[src/rtl/fixed_point_pkg.sv]
// Shared definitions for the fixed-point arithmetic unit.
// Holds the default Q-format widths and the serial multiplier's state encoding.
package fixed_point_pkg;

  localparam int unsigned DefIntegerPartWidth    = 8;
  localparam int unsigned DefFractionalPartWidth = 8;
  localparam int unsigned DefN = DefIntegerPartWidth + DefFractionalPartWidth;

  // Serial multiplier states
  localparam logic [0:0] StIdle = 1'b0;
  localparam logic [0:0] StBusy = 1'b1;

endpackage

[src/rtl/fixed_point_serial_mul.sv]
// Multi-cycle signed fixed-point multiplier, one partial product per clock.
// Ports:
//   clk, rst_n  - clock (rising edge) and asynchronous active-low reset
//   a, b        - signed operands, latched on the start edge
//   mul_start   - request a multiply; only honoured while idle
//   mul_done    - high while idle; mul_result is valid then
//   mul_result  - product truncated (floor) back to the operand Q-format
module fixed_point_serial_mul
  import fixed_point_pkg::*;
#(
  parameter int unsigned INTEGER_PART_WIDTH    = DefIntegerPartWidth,
  parameter int unsigned FRACTIONAL_PART_WIDTH = DefFractionalPartWidth
) (
  input  logic                                          clk,
  input  logic                                          rst_n,
  input  logic [INTEGER_PART_WIDTH+FRACTIONAL_PART_WIDTH-1:0] a,
  input  logic [INTEGER_PART_WIDTH+FRACTIONAL_PART_WIDTH-1:0] b,
  input  logic                                          mul_start,
  output logic                                          mul_done,
  output logic [INTEGER_PART_WIDTH+FRACTIONAL_PART_WIDTH-1:0] mul_result
);

  localparam int unsigned N    = INTEGER_PART_WIDTH + FRACTIONAL_PART_WIDTH;
  localparam int unsigned F    = FRACTIONAL_PART_WIDTH;
  localparam int unsigned CntW = $clog2(N);
  localparam logic [CntW-1:0] LastStep = CntW'(N - 1);

  logic [0:0]      state_q,  state_d;
  logic [2*N-1:0]  a_sh_q,   a_sh_d;    // sign-extended a, shifted left one place per step
  logic [N-1:0]    b_sh_q,   b_sh_d;    // latched b, shifted right so bit 0 is the current bit
  logic [2*N-1:0]  acc_q,    acc_d;
  logic [CntW-1:0] cnt_q,    cnt_d;
  logic [N-1:0]    result_q, result_d;

  always_comb begin
    state_d  = state_q;
    a_sh_d   = a_sh_q;
    b_sh_d   = b_sh_q;
    acc_d    = acc_q;
    cnt_d    = cnt_q;
    result_d = result_q;
    case (state_q)
      StIdle: begin
        if (mul_start) begin
          a_sh_d  = {{N{a[N-1]}}, a};
          b_sh_d  = b;
          acc_d   = '0;
          cnt_d   = '0;
          state_d = StBusy;
        end
      end
      StBusy: begin
        // The sign bit of b carries weight -2^(N-1), so its partial product is subtracted.
        if (b_sh_q[0]) begin
          acc_d = (cnt_q == LastStep) ? (acc_q - a_sh_q) : (acc_q + a_sh_q);
        end
        a_sh_d = a_sh_q << 1;
        b_sh_d = b_sh_q >> 1;
        cnt_d  = cnt_q + 1'b1;
        if (cnt_q == LastStep) begin
          // Arithmetic truncation: dropping low fraction bits floors toward -inf.
          result_d = acc_d[N+F-1:F];
          state_d  = StIdle;
        end
      end
      default: state_d = StIdle;
    endcase
  end

  always_ff @(posedge clk or negedge rst_n) begin
    if (!rst_n) begin
      state_q  <= StIdle;
      a_sh_q   <= '0;
      b_sh_q   <= '0;
      acc_q    <= '0;
      cnt_q    <= '0;
      result_q <= '0;
    end else begin
      state_q  <= state_d;
      a_sh_q   <= a_sh_d;
      b_sh_q   <= b_sh_d;
      acc_q    <= acc_d;
      cnt_q    <= cnt_d;
      result_q <= result_d;
    end
  end

  assign mul_done   = (state_q == StIdle);
  assign mul_result = result_q;

endmodule

[src/rtl/fixed_point_arith.sv]
// Signed two's-complement fixed-point arithmetic unit, Q(I.F) format.
// Ports:
//   clk, rst_n  - clock and asynchronous active-low reset (multiplier only)
//   a, b        - shared signed operands
//   add_result  - a + b, combinational, wraps modulo 2^N
//   sub_result  - a - b, combinational, wraps modulo 2^N
//   mul_start   - multiply request, sampled while mul_done is high
//   mul_done    - multiplier idle / mul_result valid
//   mul_result  - registered a * b, floored and wrapped to Q(I.F)
module fixed_point_arith
  import fixed_point_pkg::*;
#(
  parameter int unsigned INTEGER_PART_WIDTH    = DefIntegerPartWidth,
  parameter int unsigned FRACTIONAL_PART_WIDTH = DefFractionalPartWidth
) (
  input  logic                                          clk,
  input  logic                                          rst_n,
  input  logic [INTEGER_PART_WIDTH+FRACTIONAL_PART_WIDTH-1:0] a,
  input  logic [INTEGER_PART_WIDTH+FRACTIONAL_PART_WIDTH-1:0] b,
  output logic [INTEGER_PART_WIDTH+FRACTIONAL_PART_WIDTH-1:0] add_result,
  output logic [INTEGER_PART_WIDTH+FRACTIONAL_PART_WIDTH-1:0] sub_result,
  input  logic                                          mul_start,
  output logic                                          mul_done,
  output logic [INTEGER_PART_WIDTH+FRACTIONAL_PART_WIDTH-1:0] mul_result
);

  // Two's-complement add/sub are sign-agnostic; N-bit results wrap naturally.
  assign add_result = a + b;
  assign sub_result = a - b;

  fixed_point_serial_mul #(
    .INTEGER_PART_WIDTH   (INTEGER_PART_WIDTH),
    .FRACTIONAL_PART_WIDTH(FRACTIONAL_PART_WIDTH)
  ) u_mul (
    .clk       (clk),
    .rst_n     (rst_n),
    .a         (a),
    .b         (b),
    .mul_start (mul_start),
    .mul_done  (mul_done),
    .mul_result(mul_result)
  );

endmodule

[config.mk]
export PLATFORM = sky130hd
export DESIGN_NAME = fixed_point_arith
export DESIGN_NICKNAME = d
export VERILOG_FILES = /design/src/rtl/fixed_point_pkg.sv /design/src/rtl/fixed_point_serial_mul.sv /design/src/rtl/fixed_point_arith.sv
export SDC_FILE = /design/constraint.sdc
export NUM_CORES = 1
export LEC_CHECK = 0
export ABC_CLOCK_PERIOD_IN_PS = 6300
export BUFFER_PORTS_ARGS = -buffer_cell sky130_fd_sc_hd__buf_2
export CAP_MARGIN = 20
export CORE_ASPECT_RATIO = 0.75
export CORE_MARGIN = 1.5
export CORE_UTILIZATION = 66
export CTS_BUF_LIST = sky130_fd_sc_hd__clkbuf_8
export DETAILED_ROUTE_END_ITERATION = 7
export GPL_TIMING_DRIVEN = 0
export PLACE_DENSITY = 0.89
export SYNTH_ARGS = -nofsm -noshare
export SYNTH_HDL_FRONTEND = slang
export SYNTH_SLANG_ARGS = --single-unit
[constraint.sdc]
create_clock -name clk -period 6.3 [get_ports clk]
set_input_delay 0.315 -clock clk [delete_from_list [all_inputs] [get_ports clk]]
set_output_delay 0.315 -clock clk [all_outputs]
set_load 0.01 [all_outputs]
==> run_results.csv, run 1 <==
group,metric,value,unit
timing,setup_viol,0,
worst_setup_path,critPathArrivalTime,4.56,ns
timing,relSlewSlack,38.58,%
global_routing,antenna_found_initial,0,
route,ant_nets,0,
die,start_util,68.62,%
clocking,path_clk_slew,0.10,ns
timing,grt_setup_unrepaired,"no",
worst_setup_path,cp-start-kind,"register",
die,core,9736,um2
timing,maxSlewViolCount,0,
clocking,numCtsBuffers,9,
logic_synthesis,async_reset_ff_share,100.0,%
global_routing,met3_usage,8.185,%
clocking,cts_tree,"yes",
place,detailedPlace.worstSlack,2.189,ns
route,viasPerCell,6.224,
timing,worst_slack,2.032,ns
timing,min_period,4.268,ns
clocking,cts.sinks,85,
timing,finalCritPeriodShare,67.74,%
final_layout,fin_cells,1005,
timing,finalHoldViolations,0,
logic_synthesis,yosysSeqAreaShare,31.84,%
global_routing,grt_use_met1,50.12,%
logic_synthesis,synth-seq-cells,85,
pwr,powerDensity,658.9,nW/um2
global_routing,busiest_layer,"met2",
die,fp-row-count,31,
clocking,postCtsSetupBuffers,0,
route,dr.pass1.iters,5,
place,placed_cell_area,7286,um2
die,die_width,119.2,um
place,gp_congestion,0.9644,
worst_hold_path,hold_path_class,"primary input to register",
die,boundaryPins,84,
pwr,p_leak,3.643,nW
place,dp.cells,988,
route,avgRoutedWirePerCell,17.87,um
die,die_h,90.13,um
logic_synthesis,synth_area,6680,um2
worst_setup_path,endpoint_kind,"register",
global_routing,grt_max_degree,56,
flow_run,cap_violations,0,
final_layout,finalNetCount,962,
final_layout,n_antenna_cell,0,
pwr,peakVddDrop,0.6071,mV
global_routing,met2_usage,51.20,%
pwr,total_power,0.004969,W
worst_setup_path,crit_path_max_fanout,10,
logic_synthesis,synth_edf_count,0,
route,vias,6255,
global_routing,grtUsageTotal,34.37,%
die,design.die.area,10740,um2
worst_setup_path,required,6.60,ns
logic_synthesis,synth_top_area_share,31.84,%
clocking,clk_path_buf_depth,2,
logic_synthesis,syn_inst,773,
place,portBuffers,82,
final_layout,drive_above_1_share,13.40,%
place,hpwlAfterDp,14120,um
logic_synthesis,ys.flop_type,"dfrtp_1",
final_layout,fin_area,7542,um2
clocking,clock_latency,0.38,ns
global_routing,grt_pass1_wl,29500,um
worst_setup_path,crit_type,"register to register",
logic_synthesis,yosysWarnings,0,
global_routing,grt_pass1_vias,5985,
logic_synthesis,synthTopCellsByArea,"dfrtp_1, ha_1, mux2i_1",
timing,clock.fmax,0.2343,GHz
timing,clock_skew,0.01053,ns
logic_synthesis,postSynthAreaPerCell,8.642,um2
logic_synthesis,syn-num-nets,867,
route,drc,0,
logic_synthesis,ys_types,65,
timing,tns,0,ns
logic_synthesis,yosys.area.top_type,"dfrtp_1",
timing,tightestPinTransition,0.9213,ns
logic_synthesis,yosysMostFrequentCell,"dfrtp_1",
global_routing,gr-total-overflow,0,
logic_synthesis,synth_commonest_cells,"dfrtp_1, nand2_1, a21oi_1",
final_layout,synthToLayoutAreaGrowth,12.90,%
route,drt_wl_total,17960,um
status,status,"finished, final reports clean",
clocking,root_buffer,"clkbuf_8",
route,first_iter_violations,624,
clocking,htree_levels,3,
==> critical path, stage by stage, from the launching register on <==
cell and delay [ns]:
dfrtp_1 0.41, ha_1 0.24, inv_1 0.11, nor2_2 0.30
clkbuf_1 0.47, nor2_1 0.13, xnor2_1 0.27, ha_1 0.32
o211ai_1 0.19, a21o_1 0.17, a21oi_2 0.12, a2111o_1 0.46
a21oi_1 0.18, nor3_1 0.15, or4_1 0.49, a31oi_1 0.17
==> cells by family after synthesis <==
logic type	after synthesis	share of synthesized area, %
adder cells (fa/ha/maj)	59	11.39
buffers and inverters	77	4.720
AO/OA/AOI/OAI	230	21.35
flip-flops	85	31.84
AND/OR/NAND/NOR	212	15.42
multiplexers	44	6.630
XOR/XNOR	66	8.653
==> area by class of cell <==
type                            count  area, um2
Tap cell                          132      165.2
Sequential cell                    85       2127
Fill cell                         708       2193
Inverter                           40      150.1
Timing Repair Buffer               84      450.4
Clock inverter                      7      122.6
Buffer                             37      165.2
Clock buffer                        9      123.9
Multi-Input combinational cell    611       4238
==> state kept, by name, indices dropped and copies added (netlist names) <==
| name | count |
|---|---|
| u_mul.b_sh_q | 16 |
| u_mul.mul_result | 16 |
| u_mul.acc_q | 24 |
| u_mul.cnt_q | 4 |
| u_mul.state_q | 1 |
| u_mul.a_sh_q | 24 |
==> where the power goes <==
group          internal, W  switching [W]  total [W]
clock             0.000265       0.000217   0.000482
combinational      0.00142        0.00206    0.00348
sequential        0.000782       0.000229    0.00101
total              0.00246        0.00251    0.00497
==> routing by layer <==
layer	vias up	share of wire (%)
met3	29	8.6
li1	2948	-
met1	2981	46
met5	-	0
met2	297	43
met4	0	1.8
==> path summary, 6_finish.rpt <==
| path | slack (ns) | from | end | cells past startpoint |
|---|---|---|---|---|
| min in group asynchronous | 0.42 | rst_n | u_mul.acc_q[19] | 2 |
| max reg2reg | 2.03 | u_mul.cnt_q[0] | u_mul.mul_result[15] | 15 |
| max in group asynchronous | 5.26 | rst_n | u_mul.acc_q[11] | 3 |
| min | 0.21 | b[15] | u_mul.b_sh_q[15] | 3 |
| max | 2.03 | u_mul.cnt_q[0] | u_mul.mul_result[15] | 15 |
| min reg2reg | 0.48 | u_mul.mul_result[1] | u_mul.mul_result[1] | 2 |
==> metrics by stage <==
step	hold WS, ns	util [%]
floorplan	0.01941	-
global placement	0.4586	74.53
detailed placement	0.2851	74.84
CTS	0.2147	77.47
global route	0.2358	77.47
finish	0.2109	77.47
==> timing repair <==
| action | CTS | global route |
|---|---|---|
| resized for setup | 0 | 0 |
| hold buffers | 1 | 0 |
| endpoints found under the hold margin | 30 | 0 |
==> layout by cell type (no fill, tap or decap), drive strengths merged, types with 2 or more instances in the layout <==
cell	count
xnor2	43
nor2	47
nor4	4
xor2	23
fa	3
or3	7
and3	10
bufinv	3
or4	5
a31oi	9
o21ai	76
a22o	10
clkbuf	40
o311ai	3
buf	89
a21o	19
ha	56
nand4	6
nand2	83
nand3	7
a21oi	63
clkinvlp	2
nand2b	13
inv	41
o211ai	4
dfrtp	85
o21bai	6
mux2	2
o21a	7
o41ai	4
a211oi	6
and2	3
nor2b	8
o31ai	7
mux2i	42
nor3	15
Power figures use the tool's default switching activity.
==> run 2, diff against run 1 <==
--- a/config.mk
+++ b/config.mk
@@ -5,16 +5,17 @@
 export SDC_FILE = /design/constraint.sdc
 export NUM_CORES = 1
 export LEC_CHECK = 0
-export ABC_CLOCK_PERIOD_IN_PS = 6300
+export ABC_AREA = 1
+export ABC_CLOCK_PERIOD_IN_PS = 4000
 export BUFFER_PORTS_ARGS = -buffer_cell sky130_fd_sc_hd__buf_2
 export CAP_MARGIN = 20
 export CORE_ASPECT_RATIO = 0.75
 export CORE_MARGIN = 1.5
-export CORE_UTILIZATION = 66
+export CORE_UTILIZATION = 61
 export CTS_BUF_LIST = sky130_fd_sc_hd__clkbuf_8
 export DETAILED_ROUTE_END_ITERATION = 7
 export GPL_TIMING_DRIVEN = 0
-export PLACE_DENSITY = 0.89
+export PLACE_DENSITY = 0.83
 export SYNTH_ARGS = -nofsm -noshare
 export SYNTH_HDL_FRONTEND = slang
 export SYNTH_SLANG_ARGS = --single-unit
==> constraint.sdc (replaced) <==
create_clock -name clk -period 4 [get_ports clk]
set_input_delay 0.2 -clock clk [delete_from_list [all_inputs] [get_ports clk]]
set_output_delay 0.2 -clock clk [all_outputs]
set_load 0.01 [all_outputs]
==> run_results.csv, run 2 <==
group,metric,value,unit
status,status,"finished, final reports clean",
timing,setup_viol,0,
worst_setup_path,crit_family,"simple AND/OR/NAND/NOR gates",
global_routing,grt_pass1_vias,6467,
worst_setup_path,max_stage_delay,0.45,ns
worst_setup_path,cp-start-kind,"register",
global_routing,gr-total-overflow,0,
logic_synthesis,synth_top_area_share,30.41,%
final_layout,fin_cells,1223,
final_layout,top_regs,"u_mul.a_sh_q x24, u_mul.acc_q x24",
die,core,11070,um2
logic_synthesis,synthTopCellsByArea,"dfrtp_1, nand2_1, ha_1",
logic_synthesis,synth.area.mux_share,0,%
global_routing,grtUsageTotal,35.68,%
route,viasPerCell,5.747,
global_routing,met3_usage,9.783,%
flow_run,cap_violations,0,
route,dr.pass1.iters,5,
clocking,cts_tree,"yes",
worst_setup_path,cp_num_buf_inv,2,
logic_synthesis,synth_top_family_by_area,"simple AND/OR/NAND/NOR gates",
clocking,clock_latency,0.39,ns
timing,clock_skew,0.01471,ns
clocking,clk_path_buf_depth,2,
place,portBuffers,83,
clocking,root_buffer,"clkbuf_8",
logic_synthesis,yosysSeqAreaShare,30.41,%
route,drt_wl_total,20530,um
clocking,htree_levels,3,
logic_synthesis,postSynthAreaPerCell,7.124,um2
timing,clock.fmax,0.2672,GHz
logic_synthesis,synth-xor-area-share,7.262,%
final_layout,final_cell_mix,"nand2_1, inv_1, buf_2, dfrtp_1, nor2_1",
global_routing,grt_use_met1,54.68,%
logic_synthesis,ys.flop_type,"dfrtp_1",
worst_setup_path,endpoint_kind,"register",
worst_hold_path,worstHoldStart,"b[15]",
logic_synthesis,synthSimpleGateAreaFrac,27.96,%
route,avgRoutedWirePerCell,16.79,um
logic_synthesis,synth-compound-area-share,14.56,%
worst_setup_path,crit_type,"register to register",
final_layout,synthToLayoutAreaGrowth,11.63,%
route,ant_nets,0,
clocking,cts.sinks,85,
worst_setup_path,required,4.25,ns
logic_synthesis,yosysWarnings,0,
global_routing,busiest_layer,"met1",
final_layout,drive_above_1_share,13.11,%
timing,min_period,3.742,ns
final_layout,final_common_cell,"nand2_1",
timing,maxSlewViolCount,0,
route,vias,7028,
global_routing,antenna_found_initial,0,
die,die_width,126.7,um
logic_synthesis,yosysMostFrequentCell,"nand2_1",
global_routing,met2_usage,50.59,%
logic_synthesis,yosys.area_share.adder,10.87,%
worst_setup_path,cp_slowest_cell,"o21ai_0",
timing,tns,0,ns
worst_setup_path,path_cells,"ha_1 > nand3_1 > buf_2 > inv_1 > or2_2 > xor2_1 > ha_1 > a21oi_1 > nand2_1 > nand3_1 > nand2_1 > nand2_1 > nand2_1 > xor2_1 > o21ai_0 > o21ai_0",
logic_synthesis,syn_inst,982,
final_layout,n_antenna_cell,0,
clocking,path_clk_slew,0.10,ns
die,fp-row-count,33,
worst_hold_path,hold_path_class,"primary input to register",
timing,finalCritPeriodShare,93.55,%
clocking,numCtsBuffers,9,
clocking,postCtsSetupBuffers,0,
global_routing,grt_max_degree,68,
die,boundaryPins,84,
place,gp_congestion,0.9819,
logic_synthesis,synth_commonest_cells,"nand2_1, inv_1, dfrtp_1",
route,drc,0,
worst_setup_path,startpoint,"u_mul.cnt_q[0]",
worst_setup_path,critPathArrivalTime,3.99,ns
die,design.die.area,12130,um2
timing,relSlewSlack,44.23,%
logic_synthesis,async_reset_ff_share,100.0,%
worst_setup_path,critPathMostFrequentCell,"nand2_1",
global_routing,grt_pass1_wl,33180,um
place,dp.cells,1206,
route,first_iter_violations,652,
logic_synthesis,synth_edf_count,0,
timing,finalHoldViolations,0,
logic_synthesis,syn-num-nets,1076,
final_layout,finalNetCount,1172,
die,die_h,95.74,um
logic_synthesis,yosys.area.top_type,"dfrtp_1",
worst_setup_path,crit_path_max_fanout,10,
logic_synthesis,synth-seq-cells,85,
place,hpwlAfterDp,16430,um
timing,tightestPinTransition,0.8335,ns
worst_setup_path,r2r_start,"u_mul.cnt_q[0]",
logic_synthesis,synth_area,6995,um2
die,start_util,63.22,%
logic_synthesis,ys_types,47,
timing,grt_setup_unrepaired,"no",
## run 2: area by class of cell
class	count	area, um2
Tap cell	140	175.2
Timing Repair Buffer	85	455.4
Clock inverter	7	56.30
Sequential cell	85	2127
Clock buffer	9	123.9
Inverter	118	442.9
Fill cell	971	3257
Buffer	34	182.7
Multi-Input combinational cell	745	4245
## run 2: cells by family (layout without fill, tap and decap cells)
family | after synthesis | after routing
AOI/OAI and AO/OA | 159 | 159
and+or+nand+nor | 469 | 469
xor gates and xnor gates | 58 | 58
adders and majority gates | 59 | 59
buffers and inverters | 152 | 253
DFF | 85 | 85
## run 2: layer usage
| layer | wire length, um | vias up |
|---|---|---|
| met2 | 8020 | 318 |
| met4 | 140 | 0 |
| li1 | - | 3404 |
| met5 | 0 | - |
| met3 | 2220 | 17 |
| met1 | 10150 | 3289 |
## run 2: worst reg2reg max path: cells and delay by family, from the launching register on
family | cells | cell delay [ns]
simple gates | 7 | 1.01
xor+xnor | 2 | 0.33
fa+ha+maj | 2 | 0.58
compound gates | 3 | 0.81
flops | 1 | 0.42
buf+inv | 2 | 0.46
## run 2: stage by stage
step	cell area [um2]	hold WS [ns]	setup slack [ns]	util, %
6_report	7809	0.05731	0.2580	70.57
5_1_grt	7809	0.07024	0.02901	70.57
4_1_cts	7806	0.04931	0.3743	70.55
3_5_place_dp	7616	0.1087	0.4062	68.83
3_3_place_gp	7586	0.4422	0.4443	68.55
2_1_floorplan	6995	-0.09559	1.149	-
## run 2: path summary, 6_finish.rpt
check	cells past startpoint	slack [ns]	to
max	16	0.26	u_mul.mul_result[1]
min	3	0.06	u_mul.b_sh_q[15]
max reg2reg	16	0.26	u_mul.mul_result[1]
min reg2reg	2	0.48	u_mul.mul_result[9]
max in group asynchronous	3	3.12	u_mul.a_sh_q[17]
min in group asynchronous	2	0.25	u_mul.mul_result[7]
## run 2: what timing repair did
action	CTS	global route
hold endpoints to repair	18	0
hold buffers	1	0
gates resized for setup	0	1
setup endpoints to repair	0	2
Power of run 2 is not shown: default switching activity piles up to over one toggle a cycle in this logic, so the estimate is an artifact.
